===== src/rtl/eer_pkt_pkg.sv =====
// rtl/eer_pkt_pkg.sv - shared packet types, word layout and flag priority for the EER-RL reward packer
package eer_pkt_pkg;

  typedef enum logic [2:0] {
    PKT_HB      = 3'b000,
    PKT_CHE     = 3'b001,
    PKT_INV     = 3'b010,
    PKT_MR      = 3'b011,
    PKT_CHT     = 3'b100,
    PKT_DATA    = 3'b101,
    PKT_SOS     = 3'b110,
    PKT_INVALID = 3'b111
  } pkt_type_e;

  typedef enum logic [1:0] {
    S_IDLE = 2'd0,
    S_LOAD = 2'd1,
    S_SEND = 2'd2,
    S_DONE = 2'd3
  } fsm_state_e;

  localparam int PKT_WORDS = 8;

  localparam int W_TYPE   = 0;
  localparam int W_SRC    = 1;
  localparam int W_DEST   = 2;
  localparam int W_HOPS   = 3;
  localparam int W_QVAL   = 4;
  localparam int W_ENERGY = 5;
  localparam int W_CH     = 6;
  localparam int W_CHHOPS = 7;

  // Flag bit order is the send priority: bit 0 wins.
  localparam int N_FLAGS = 6;
  localparam int F_HB    = 0;
  localparam int F_INV   = 1;
  localparam int F_FWD   = 2;
  localparam int F_CHINV = 3;
  localparam int F_MR    = 4;
  localparam int F_CHT   = 5;

  function automatic logic [N_FLAGS-1:0] pick_highest(input logic [N_FLAGS-1:0] pend);
    logic [N_FLAGS-1:0] onehot;
    onehot = '0;
    for (int i = N_FLAGS - 1; i >= 0; i--) begin
      if (pend[i]) begin
        onehot    = '0;
        onehot[i] = 1'b1;
      end
    end
    return onehot;
  endfunction

endpackage


===== src/rtl/reward_timer.sv =====
// rtl/reward_timer.sv - countdown timer with load, cancel and a one-cycle expire strobe on the 1->0 step
module reward_timer #(
  parameter int WIDTH   = 16,
  parameter int TIMEOUT = 15,
  parameter bit RELOAD  = 1'b1
) (
  input  logic clk,
  input  logic rst,
  input  logic load,
  input  logic cancel,
  output logic expire
);

  localparam logic [WIDTH-1:0] LOAD_VAL = WIDTH'(TIMEOUT);

  logic [WIDTH-1:0] count;
  logic             running;
  logic             load_ok;

  assign running = (count != '0);
  // Without RELOAD a running countdown ignores further load requests.
  assign load_ok = load && (RELOAD || !running);

  always_ff @(posedge clk) begin
    if (rst || cancel) begin
      count <= '0;
    end else if (load_ok) begin
      count <= LOAD_VAL;
    end else if (running) begin
      count <= count - WIDTH'(1);
    end
  end

  assign expire = (count == WIDTH'(1)) && !cancel && !load_ok;

endmodule


===== src/rtl/reward_pkt_builder.sv =====
// rtl/reward_pkt_builder.sv - queues EER-RL transmit obligations as flags and streams each as an 8-word packet
module reward_pkt_builder
  import eer_pkt_pkg::*;
#(
  parameter int                    WORD_WIDTH  = 16,
  parameter int                    MAX_CH_HOPS = 4,
  parameter int                    MR_TIMEOUT  = 15,
  parameter int                    CHT_TIMEOUT = 15,
  parameter logic [WORD_WIDTH-1:0] SINK_ID     = '0,
  parameter logic [WORD_WIDTH-1:0] BCAST_ID    = '1
) (
  input  logic                  clk,
  input  logic                  rst,
  input  logic                  en,
  input  logic [2:0]            fPacketType,
  input  logic                  iAmDestination,
  input  logic [WORD_WIDTH-1:0] rxCHID,
  input  logic [WORD_WIDTH-1:0] rxCHHops,
  input  logic [WORD_WIDTH-1:0] myNodeID,
  input  logic [WORD_WIDTH-1:0] hopsFromSink,
  input  logic [WORD_WIDTH-1:0] myQValue,
  input  logic [WORD_WIDTH-1:0] myEnergy,
  input  logic                  role,
  input  logic                  low_E,
  input  logic [WORD_WIDTH-1:0] chosenCH,
  input  logic [WORD_WIDTH-1:0] hopsFromCH,
  input  logic [WORD_WIDTH-1:0] nextHop,
  output logic [WORD_WIDTH-1:0] tx_data,
  output logic                  tx_valid,
  input  logic                  tx_ready,
  output logic                  tx_last,
  output logic                  busy,
  output logic                  reward_done,
  output logic [7:0]            drop_cnt
);

  localparam logic [WORD_WIDTH-1:0] MAX_HOPS_W = WORD_WIDTH'(MAX_CH_HOPS);
  localparam logic [2:0]            LAST_IDX   = 3'(PKT_WORDS - 1);

  pkt_type_e             rx_type;
  fsm_state_e            state, state_next;
  logic [N_FLAGS-1:0]    flags, set_vec, clear_vec, sel;
  logic                  hb_lock, role_q, fwd_sos, sent_chinv;
  logic [WORD_WIDTH-1:0] inv_ch, inv_hops;
  logic [2:0]            idx;
  logic [WORD_WIDTH-1:0] bank       [PKT_WORDS];
  logic [WORD_WIDTH-1:0] load_words [PKT_WORDS];

  logic hb_trig, inv_valid, fwd_trig, role_rise, role_chg;
  logic hb_held, inv_held, fwd_held, hb_drop, fwd_drop;
  logic handshake, last_hs, mr_expire, cht_expire;

  assign rx_type   = pkt_type_e'(fPacketType);
  assign hb_trig   = en && (rx_type == PKT_HB);
  assign inv_valid = en && (rx_type == PKT_INV) && (rxCHHops < MAX_HOPS_W) && !role;
  assign fwd_trig  = en && iAmDestination && ((rx_type == PKT_DATA) || (rx_type == PKT_SOS));
  assign role_rise = role && !role_q;
  assign role_chg  = role != role_q;

  assign sel       = pick_highest(flags);
  assign clear_vec = (state == S_LOAD) ? sel : '0;

  // "Held" means still pending after this cycle regardless of any new trigger;
  // a flag cleared at LOAD this cycle counts as free so the new event re-arms it.
  assign hb_held  = flags[F_HB]  && !clear_vec[F_HB];
  assign inv_held = flags[F_INV] && !clear_vec[F_INV];
  assign fwd_held = flags[F_FWD] && !clear_vec[F_FWD];
  assign hb_drop  = hb_trig && hb_lock && !hb_held;
  assign fwd_drop = fwd_trig && fwd_held;

  assign handshake = (state == S_SEND) && tx_ready;
  assign last_hs   = handshake && (idx == LAST_IDX);

  always_comb begin
    set_vec          = '0;
    set_vec[F_HB]    = hb_trig && !hb_drop;
    set_vec[F_INV]   = inv_valid;
    set_vec[F_FWD]   = fwd_trig && !fwd_drop;
    set_vec[F_CHINV] = role_rise;
    set_vec[F_MR]    = mr_expire;
    set_vec[F_CHT]   = cht_expire;
  end

  reward_timer #(
    .WIDTH   (WORD_WIDTH),
    .TIMEOUT (MR_TIMEOUT),
    .RELOAD  (1'b0)
  ) u_mr_timer (
    .clk    (clk),
    .rst    (rst),
    .load   (inv_valid),
    .cancel (role_chg),
    .expire (mr_expire)
  );

  reward_timer #(
    .WIDTH   (WORD_WIDTH),
    .TIMEOUT (CHT_TIMEOUT),
    .RELOAD  (1'b1)
  ) u_cht_timer (
    .clk    (clk),
    .rst    (rst),
    .load   (last_hs && sent_chinv),
    .cancel (role_chg),
    .expire (cht_expire)
  );

  always_ff @(posedge clk) begin
    if (rst) begin
      flags    <= '0;
      hb_lock  <= 1'b0;
      role_q   <= 1'b0;
      fwd_sos  <= 1'b0;
      inv_ch   <= '0;
      inv_hops <= '0;
      drop_cnt <= '0;
    end else begin
      flags  <= (flags & ~clear_vec) | set_vec;
      role_q <= role;
      if (en && (rx_type == PKT_DATA)) begin
        hb_lock <= 1'b0;
      end else if (hb_trig) begin
        hb_lock <= 1'b1;
      end
      // A merged INV keeps the CH fields of the trigger that first armed it.
      if (inv_valid && !inv_held) begin
        inv_ch   <= rxCHID;
        inv_hops <= rxCHHops + WORD_WIDTH'(1);
      end
      if (set_vec[F_FWD]) begin
        fwd_sos <= (rx_type == PKT_SOS) || low_E;
      end
      if ((hb_drop || fwd_drop) && (drop_cnt != 8'hFF)) begin
        drop_cnt <= drop_cnt + 8'd1;
      end
    end
  end

  always_comb begin
    logic [2:0]            ptype;
    logic [WORD_WIDTH-1:0] dest, pkt_ch, pkt_hops;
    ptype    = PKT_HB;
    dest     = BCAST_ID;
    pkt_ch   = chosenCH;
    pkt_hops = hopsFromCH;
    if (sel[F_INV]) begin
      ptype    = PKT_INV;
      pkt_ch   = inv_ch;
      pkt_hops = inv_hops;
    end else if (sel[F_FWD]) begin
      ptype = fwd_sos ? PKT_SOS : PKT_DATA;
      dest  = (hopsFromSink == WORD_WIDTH'(1)) ? SINK_ID : nextHop;
    end else if (sel[F_CHINV]) begin
      ptype    = PKT_INV;
      pkt_ch   = myNodeID;
      pkt_hops = '0;
    end else if (sel[F_MR]) begin
      ptype = PKT_MR;
      dest  = chosenCH;
    end else if (sel[F_CHT]) begin
      ptype    = PKT_CHT;
      pkt_ch   = myNodeID;
      pkt_hops = '0;
    end
    load_words[W_TYPE]   = {{(WORD_WIDTH-3){1'b0}}, ptype};
    load_words[W_SRC]    = myNodeID;
    load_words[W_DEST]   = dest;
    load_words[W_HOPS]   = hopsFromSink;
    load_words[W_QVAL]   = myQValue;
    load_words[W_ENERGY] = myEnergy;
    load_words[W_CH]     = pkt_ch;
    load_words[W_CHHOPS] = pkt_hops;
  end

  always_ff @(posedge clk) begin
    if (state == S_LOAD) begin
      for (int i = 0; i < PKT_WORDS; i++) begin
        bank[i] <= load_words[i];
      end
    end
  end

  always_ff @(posedge clk) begin
    if (rst) begin
      state      <= S_IDLE;
      idx        <= '0;
      sent_chinv <= 1'b0;
    end else begin
      state <= state_next;
      if (state == S_LOAD) begin
        idx        <= '0;
        sent_chinv <= sel[F_CHINV];
      end else if (handshake) begin
        idx <= idx + 3'd1;
      end
    end
  end

  // DONE goes straight to LOAD when work is queued, giving a 2-cycle inter-packet gap.
  always_comb begin
    state_next = state;
    case (state)
      S_IDLE:  if ((flags | set_vec) != '0) state_next = S_LOAD;
      S_LOAD:  state_next = S_SEND;
      S_SEND:  if (last_hs) state_next = S_DONE;
      S_DONE:  state_next = ((flags | set_vec) != '0) ? S_LOAD : S_IDLE;
      default: state_next = S_IDLE;
    endcase
  end

  assign tx_valid    = (state == S_SEND);
  assign tx_last     = tx_valid && (idx == LAST_IDX);
  assign tx_data     = tx_valid ? bank[idx] : '0;
  assign busy        = (state != S_IDLE);
  assign reward_done = (state == S_DONE);

endmodule


===== config.mk =====
export PLATFORM = sky130hd
export DESIGN_NAME = reward_pkt_builder
export DESIGN_NICKNAME = d
export VERILOG_FILES = /design/src/rtl/eer_pkt_pkg.sv /design/src/rtl/reward_timer.sv /design/src/rtl/reward_pkt_builder.sv
export SDC_FILE = /design/constraint.sdc
export NUM_CORES = 1
export LEC_CHECK = 0
export CAP_MARGIN = 20
export CORE_MARGIN = 4
export CORE_UTILIZATION = 47
export DETAILED_ROUTE_END_ITERATION = 8
export PLACE_DENSITY_LB_ADDON = 0.1
export SETUP_SLACK_MARGIN = 0.1
export SYNTH_ARGS = -nofsm -noshare
export SYNTH_HDL_FRONTEND = slang
export SYNTH_SLANG_ARGS = --single-unit

===== constraint.sdc =====
create_clock -name clk -period 4.56 [get_ports clk]
set_clock_uncertainty 0.15 [all_clocks]
set_input_delay 0.456 -clock clk [delete_from_list [all_inputs] [get_ports clk]]
set_output_delay 0.456 -clock clk [all_outputs]
set_load 0.01 [all_outputs]

Word level (Yosys, flattened, before mapping). Memory sizes are Yosys's and may differ from the RTL's. A register that Yosys moved wholly into a read port is not among the register bits. Index checks and enable logic that the tools add are counted.

Add/sub/neg operators: 5. Multiply operators: 0. Div/mod/pow operators: 0. Magnitude comparators: 1. Equality and inequality tests: 14. Shifts and indexed selects: 0. Mux-type cells: 41. Bitwise gates (word level): 4. Reduce and logical (&&, ||, !) cells: 57.

Operators by type and width (count): 2-to-1 mux 16 bit (16); equality test 16 x 1 -> 1 bit (second input constant) (3); 2-to-1 mux 6 bit (7); nonzero test 16 bit (2); subtractor 16 x 1 -> 16 bit (second input constant) (2); logical AND 1 bit (27); 2-to-1 mux 3 bit (7); adder 16 x 1 -> 16 bit (second input constant) (1); < comparator 16 x 3 -> 1 bit (second input constant) (1); 2-to-1 mux 4 bit (4); logical NOT 1 bit (13); bitwise OR 6 bit (2); equality test 3 bit (second input constant) (3); adder 8 x 1 -> 8 bit (second input constant) (1); != test 8 bit (second input constant) (1); case mux 2 bit (4 select lines) (1); OR reduction 2 bit (4); bitwise AND 6 bit (1); 2-to-1 mux 2 bit (3); inverter 6 bit (1); nonzero test 2 bit (3); nonzero test 6 bit (1); equality test 2 bit (second input constant) (2); logical OR 1 bit (4); 10 further kinds (12).

Bits in registers: 87. Latch bits: 0. Bits in writable memories: 128. ROM bits: 0. Input bits: 154. Output and inout bits: 28. Word-level logic and storage cells: 137. Memories: 1.

Memory list: bank (depth 8, bits a word 16, rd ports 1, clocked after memory_dff 1, wr ports 8, RTL line reward_pkt_builder.sv:46) `logic [WORD_WIDTH-1:0] bank [PKT_WORDS];`.

Depth between registers and ports, before layout.
Depth in word-level cells: 17. Mapped depth: 10.

By module. A second synthesis with hierarchy kept.

Cells, all modules: 850. Area total of the unflattened synthesis: 9496.6 sq um.

Modules (own cells, without submodules): reward_pkt_builder (times used 1, cells each 633, area an instance 7673.6 sq um); reward_timer at u_cht_timer (times used 1, cells each 114, area an instance 944.7 sq um); reward_timer at u_mr_timer (times used 1, cells each 103, area an instance 878.3 sq um).

Least setup slack after synthesis. No wires, ideal clock.

Path kind: register -> register. Start point: register state[1]. End point: register drop_cnt[3]. Library setup time: 0.128 ns. Arrival: 4.672 ns. Path slack: -0.389 ns. Cell stages (with the launch flop): 11. Buffers on the path: 2. Cell sequence: dfxtp_1 -> inv_1 -> ha_1 -> clkbuf_1 -> or3b_2 -> clkbuf_1 -> nand4_1 -> a32oi_1 -> nand4_1 -> xor2_1 -> nor2_1.

Cells in the longest elaborated chain, start to end: 8. Elaborated cells between the ends (all ways): 11. Classes of those cells: eq/ne (1); mux (1); reduce/logical (9).

RTL lines: start: declaration (RTL line reward_pkt_builder.sv:41) `fsm_state_e state, state_next;`; start signal: assignment (RTL line reward_pkt_builder.sv:189) `state <= state_next;`; equality test 2 x 1 -> 1 bit * (RTL line reward_pkt_builder.sv:61) `assign clear_vec = (state == S_LOAD) ? sel : '0;`; 2-to-1 mux 6 bit * (RTL line reward_pkt_builder.sv:61); logical NOT 1 bit (RTL line reward_pkt_builder.sv:65) `assign hb_held = flags[F_HB] && !clear_vec[F_HB];`; logical AND 1 bit (RTL line reward_pkt_builder.sv:65); logical NOT 1 bit (RTL line reward_pkt_builder.sv:68) `assign hb_drop = hb_trig && hb_lock && !hb_held;`; logical AND 1 bit (RTL line reward_pkt_builder.sv:68); logical OR 1 bit * (RTL line reward_pkt_builder.sv:133) `if ((hb_drop || fwd_drop) && (drop_cnt != 8'hFF)) begin`; logical AND 1 bit * (RTL line reward_pkt_builder.sv:133); end signal: assignment (RTL line reward_pkt_builder.sv:134) `drop_cnt <= drop_cnt + 8'd1;`; end: declaration (RTL line reward_pkt_builder.sv:34) `output logic [7:0] drop_cnt`.

Every way passes the cells marked *; elsewhere a longest branch is shown, timed or not. A chain may end at the register's enable or synchronous reset.

==> reports/metrics.yaml <==
die:
  die_h_um: 148
  die_area_sq_um: 21900
  rows: 50
  coreArea_sq_um: 19000
  io_pins: 182
  die_x_um: 148
  start_util_pct: 48.4
yosys:
  async_reset_ff_share_pct: 0
  syn_nets: 1014
  syn_inst: 844
  yosysUniqueCellTypes: 53
  ys.flop_type: "edfxtp_1"
  synth-seq-cells: 205
  synth-edff-count: 115
  yosysWarnings: 0
  syn-cell-area_sq_um: 9210
  synth-seq-area-share_pct: 57.0
  avgSynthCellArea_sq_um: 10.9
final_layout:
  layout-drive-gt1-share_pct: 9.27
  fin_nets: 1179
  syn_to_final_growth_pct: 30.8
  num-fill-cells: 1591
  antenna_cells: 0
setup_path:
  ff2ff_path_depth: 8
  reg2reg_from: "state[0]$_SDFFE_PP0P_"
  r2r_end: "state[1]$_SDFFE_PP0P_"
  worstPathRequired_ns: 3.95
  cp-start-kind: "flip-flop"
  regToRegSetupSlack_ns: 1.66
  crit_type: "flip-flop to primary output"
  worstSetupEndpointType: "primary output"
  worstPathMaxFanout: 34
  cp.arrival_ns: 3.11
drt:
  wl_per_cell_um: 18.4
  wirelength_um: 23600
  dr.pass1.iters: 5
  drt-initial-drc-count: 426
  wl_met1_um: 10300
  drtAntennaViolNets: 0
  wl_met2_um: 11000
  drt-vias-per-instance: 5.37
  vias: 6895
  wl_met3_um: 2060
  routed.top_layer: "met5"
  drc_errors: 0
grt:
  grt_start_max_net_pins: 65
  grt_pass1_wl_um: 36700
  grt-ovfl-total: 0
  antenna_found_initial: 1
  grt_pass1_vias: 6796
  grt_usage_pct: 20.9
place:
  place_congestion: 0.828
  dp_hpwl_um: 16600
  io_buffer_count: 181
power_and_ir_drop:
  p_clk_share_pct: 29.0
  p_switching_mw: 2.02
  ir_worst_vdd_mv: 0.591
  p_per_area_nw_per_um2: 543
  internal_power_mw: 4.53
  seqPwrFrac_pct: 40.7
  combPwrFrac_pct: 30.3
  swShare_pct: 30.9
  p_total_mw: 6.55
  leakage_nw: 4.20
timing:
  setup_viol: 0
  finalHoldViolCount: 0
  maxSlewHeadroom_pct: 32.7
  drv_slew: 0
  worst_slew_pin_slew_ns: 1.01
  fmax_ghz: 0.269
  rsz0062_at_grt: "false"
  layout_min_cycle_time_ns: 3.71
  setup-tns-final_ns: 0
  fin_crit_sh_pct: 81.4
min_path:
  hp-class: "flip-flop to flip-flop"
  worstHoldStart: "inv_ch[12]$_SDFFE_PP0P_"
  hold_depth: 2
  min_to: "inv_ch[12]$_SDFFE_PP0P_"
status:
  status: "complete, no violations"
run:
  maxCapViolCount: 0
clock_network:
  cts_setup_buffers: 0
  cts.clk_slew.worst_paths_ns: 0.06
  cts_root_buffer: "clkbuf_16"
  cts_tree: "done"
  clkSinkCount: 205
  cts_hold_buf: 0
  htree_levels: 1
  cts_buffer_depth: 3
  numCtsBuffers: 22
  clock_latency_ns: 0.50
  cts.repair.resized: 0
power groups by stage:
stage	Combinational, mW	Clock (mW)	Sequential, mW
2_1_floorplan	1.52	0	2.63
3_3_place_gp	1.95	0	2.69
3_5_place_dp	1.98	0	2.70
4_1_cts	2.00	1.93	2.67
5_1_grt	2.21	2.02	2.70
6_report	1.99	1.90	2.66
registers in the layout, indices dropped and copies added (netlist names), 2 cells and up, named ones only:
name / count
idx: 3
bank: 115
state: 2
inv_hops: 16
u_mr_timer.count: 16
flags: 6
inv_ch: 16
u_cht_timer.count: 16
drop_cnt: 8
layout make-up:
type | instances | area, sq um | area share, %
flip-flops and latches | 205 | 5260 | 43.6
repair buffers | 187 | 1870 | 15.5
multi-input cells | 581 | 3760 | 31.2
clock inverters | 9 | 118 | 0.976
inverters | 12 | 45.0 | 0.374
well taps | 260 | 325 | 2.70
clock buffers | 31 | 673 | 5.59
kinds of logic (layout without fill, tap and decap cells):
kind of cell | Yosys count | after routing | share of synthesized area (%)
fa+ha+maj | 16 | 16 | 2.17
simple gates | 329 | 329 | 17.3
flops | 205 | 205 | 57.0
compound gates | 149 | 149 | 9.19
buf+inv | 58 | 239 | 2.47
mux | 55 | 55 | 8.73
xor+xnor | 32 | 32 | 3.04
per-layer routing:
layer / vias to the layer above / track usage [%]
met4: 2 / 3.51
met3: 24 / 4.11
met5: - / 0
met1: 3236 / 29.5
met2: 261 / 34.4
li1: 3372 / -
worst max-delay path by stage:
stage,cells past startpoint,from,to
final,5,flip-flop,tx_data[12]
after global routing,5,flip-flop,tx_data[6]
after CTS,5,flip-flop,tx_data[12]
after detailed placement,5,flip-flop,tx_data[12]
after global placement,5,hopsFromSink[1],bank[2][11]$_SDFFCE_PP1P_
after floorplan,10,state[1]$_SDFFE_PP0P_,drop_cnt[3]$_SDFFE_PP0P_
synthesized netlist by cell type (2+ instances only):
| cell type | instances | area, sq um |
|---|---|---|
| nor2b_1 | 10 | 62.6 |
| and3_1 | 4 | 25.0 |
| nand2b_1 | 5 | 31.3 |
| o21ai_0 | 60 | 300 |
| or3b_2 | 4 | 35.0 |
| and2_1 | 28 | 175 |
| nor4_1 | 13 | 81.3 |
| ha_1 | 16 | 200 |
| xnor2_1 | 16 | 140 |
| nor3_1 | 17 | 85.1 |
| or3_1 | 10 | 62.6 |
| or4_1 | 6 | 45.0 |
| mux4_2 | 19 | 428 |
| xor2_1 | 16 | 140 |
| edfxtp_1 | 115 | 3450 |
| a21oi_1 | 54 | 270 |
| buf_2 | 5 | 25.0 |
| mux2_2 | 13 | 146 |
| o31ai_1 | 2 | 15.0 |
| nand2_1 | 117 | 439 |
| inv_1 | 12 | 45.0 |
| a31oi_1 | 4 | 25.0 |
| nor2_1 | 83 | 312 |
| a22oi_1 | 12 | 90.1 |
| buf_1 | 4 | 15.0 |
| nand3_1 | 5 | 25.0 |
| o21ai_1 | 3 | 15.0 |
| clkbuf_1 | 36 | 135 |
| a211oi_1 | 4 | 30.0 |
| nor4b_1 | 5 | 43.8 |
| mux2i_1 | 23 | 230 |
| dfxtp_1 | 90 | 1800 |
| nand4_1 | 13 | 81.3 |
worst max-delay path, cell delays in order, from the launching register on:
cell and delay (ns):
dfxtp_2 0.61, nor2b_1 0.91, a22oi_1 0.21, o21ai_0 0.18, and2_1 0.15, clkdlybuf4s50_1 0.54
layout by cell type (no fill, tap or decap), types with 5 or more instances in the layout:
cell / instances
xor2_1: 16
nand2b_1: 5
inv_1: 12
xnor2_1: 16
or4_1: 6
clkdlybuf4s50_1: 180
a21oi_1: 54
buf_4: 5
nand3_1: 5
or3_1: 10
nand4_1: 13
nor3_1: 17
mux4_2: 19
clkbuf_16: 23
nor2_1: 83
nor2b_1: 9
o21ai_0: 60
mux2_2: 13
and2_1: 28
mux2i_1: 23
edfxtp_1: 115
nor4b_1: 5
nand2_1: 117
ha_1: 15
nor4_1: 13
a22oi_1: 12
clkbuf_8: 6
dfxtp_1: 88
per-stage QoR:
stage	area, sq um	hold WS [ns]	worst slack, ns	cells	util (%)
floorplan	9220	0.280	0.824	844	-
global placement	11200	0.291	1.40	1244	59.1
detailed placement	11200	0.293	1.31	1244	59.1
CTS	12000	0.304	0.778	1284	63.2
global route	12100	0.333	0.604	1285	63.4
finish	12100	0.301	0.849	1285	63.4
(Power assumes the default switching activity.)
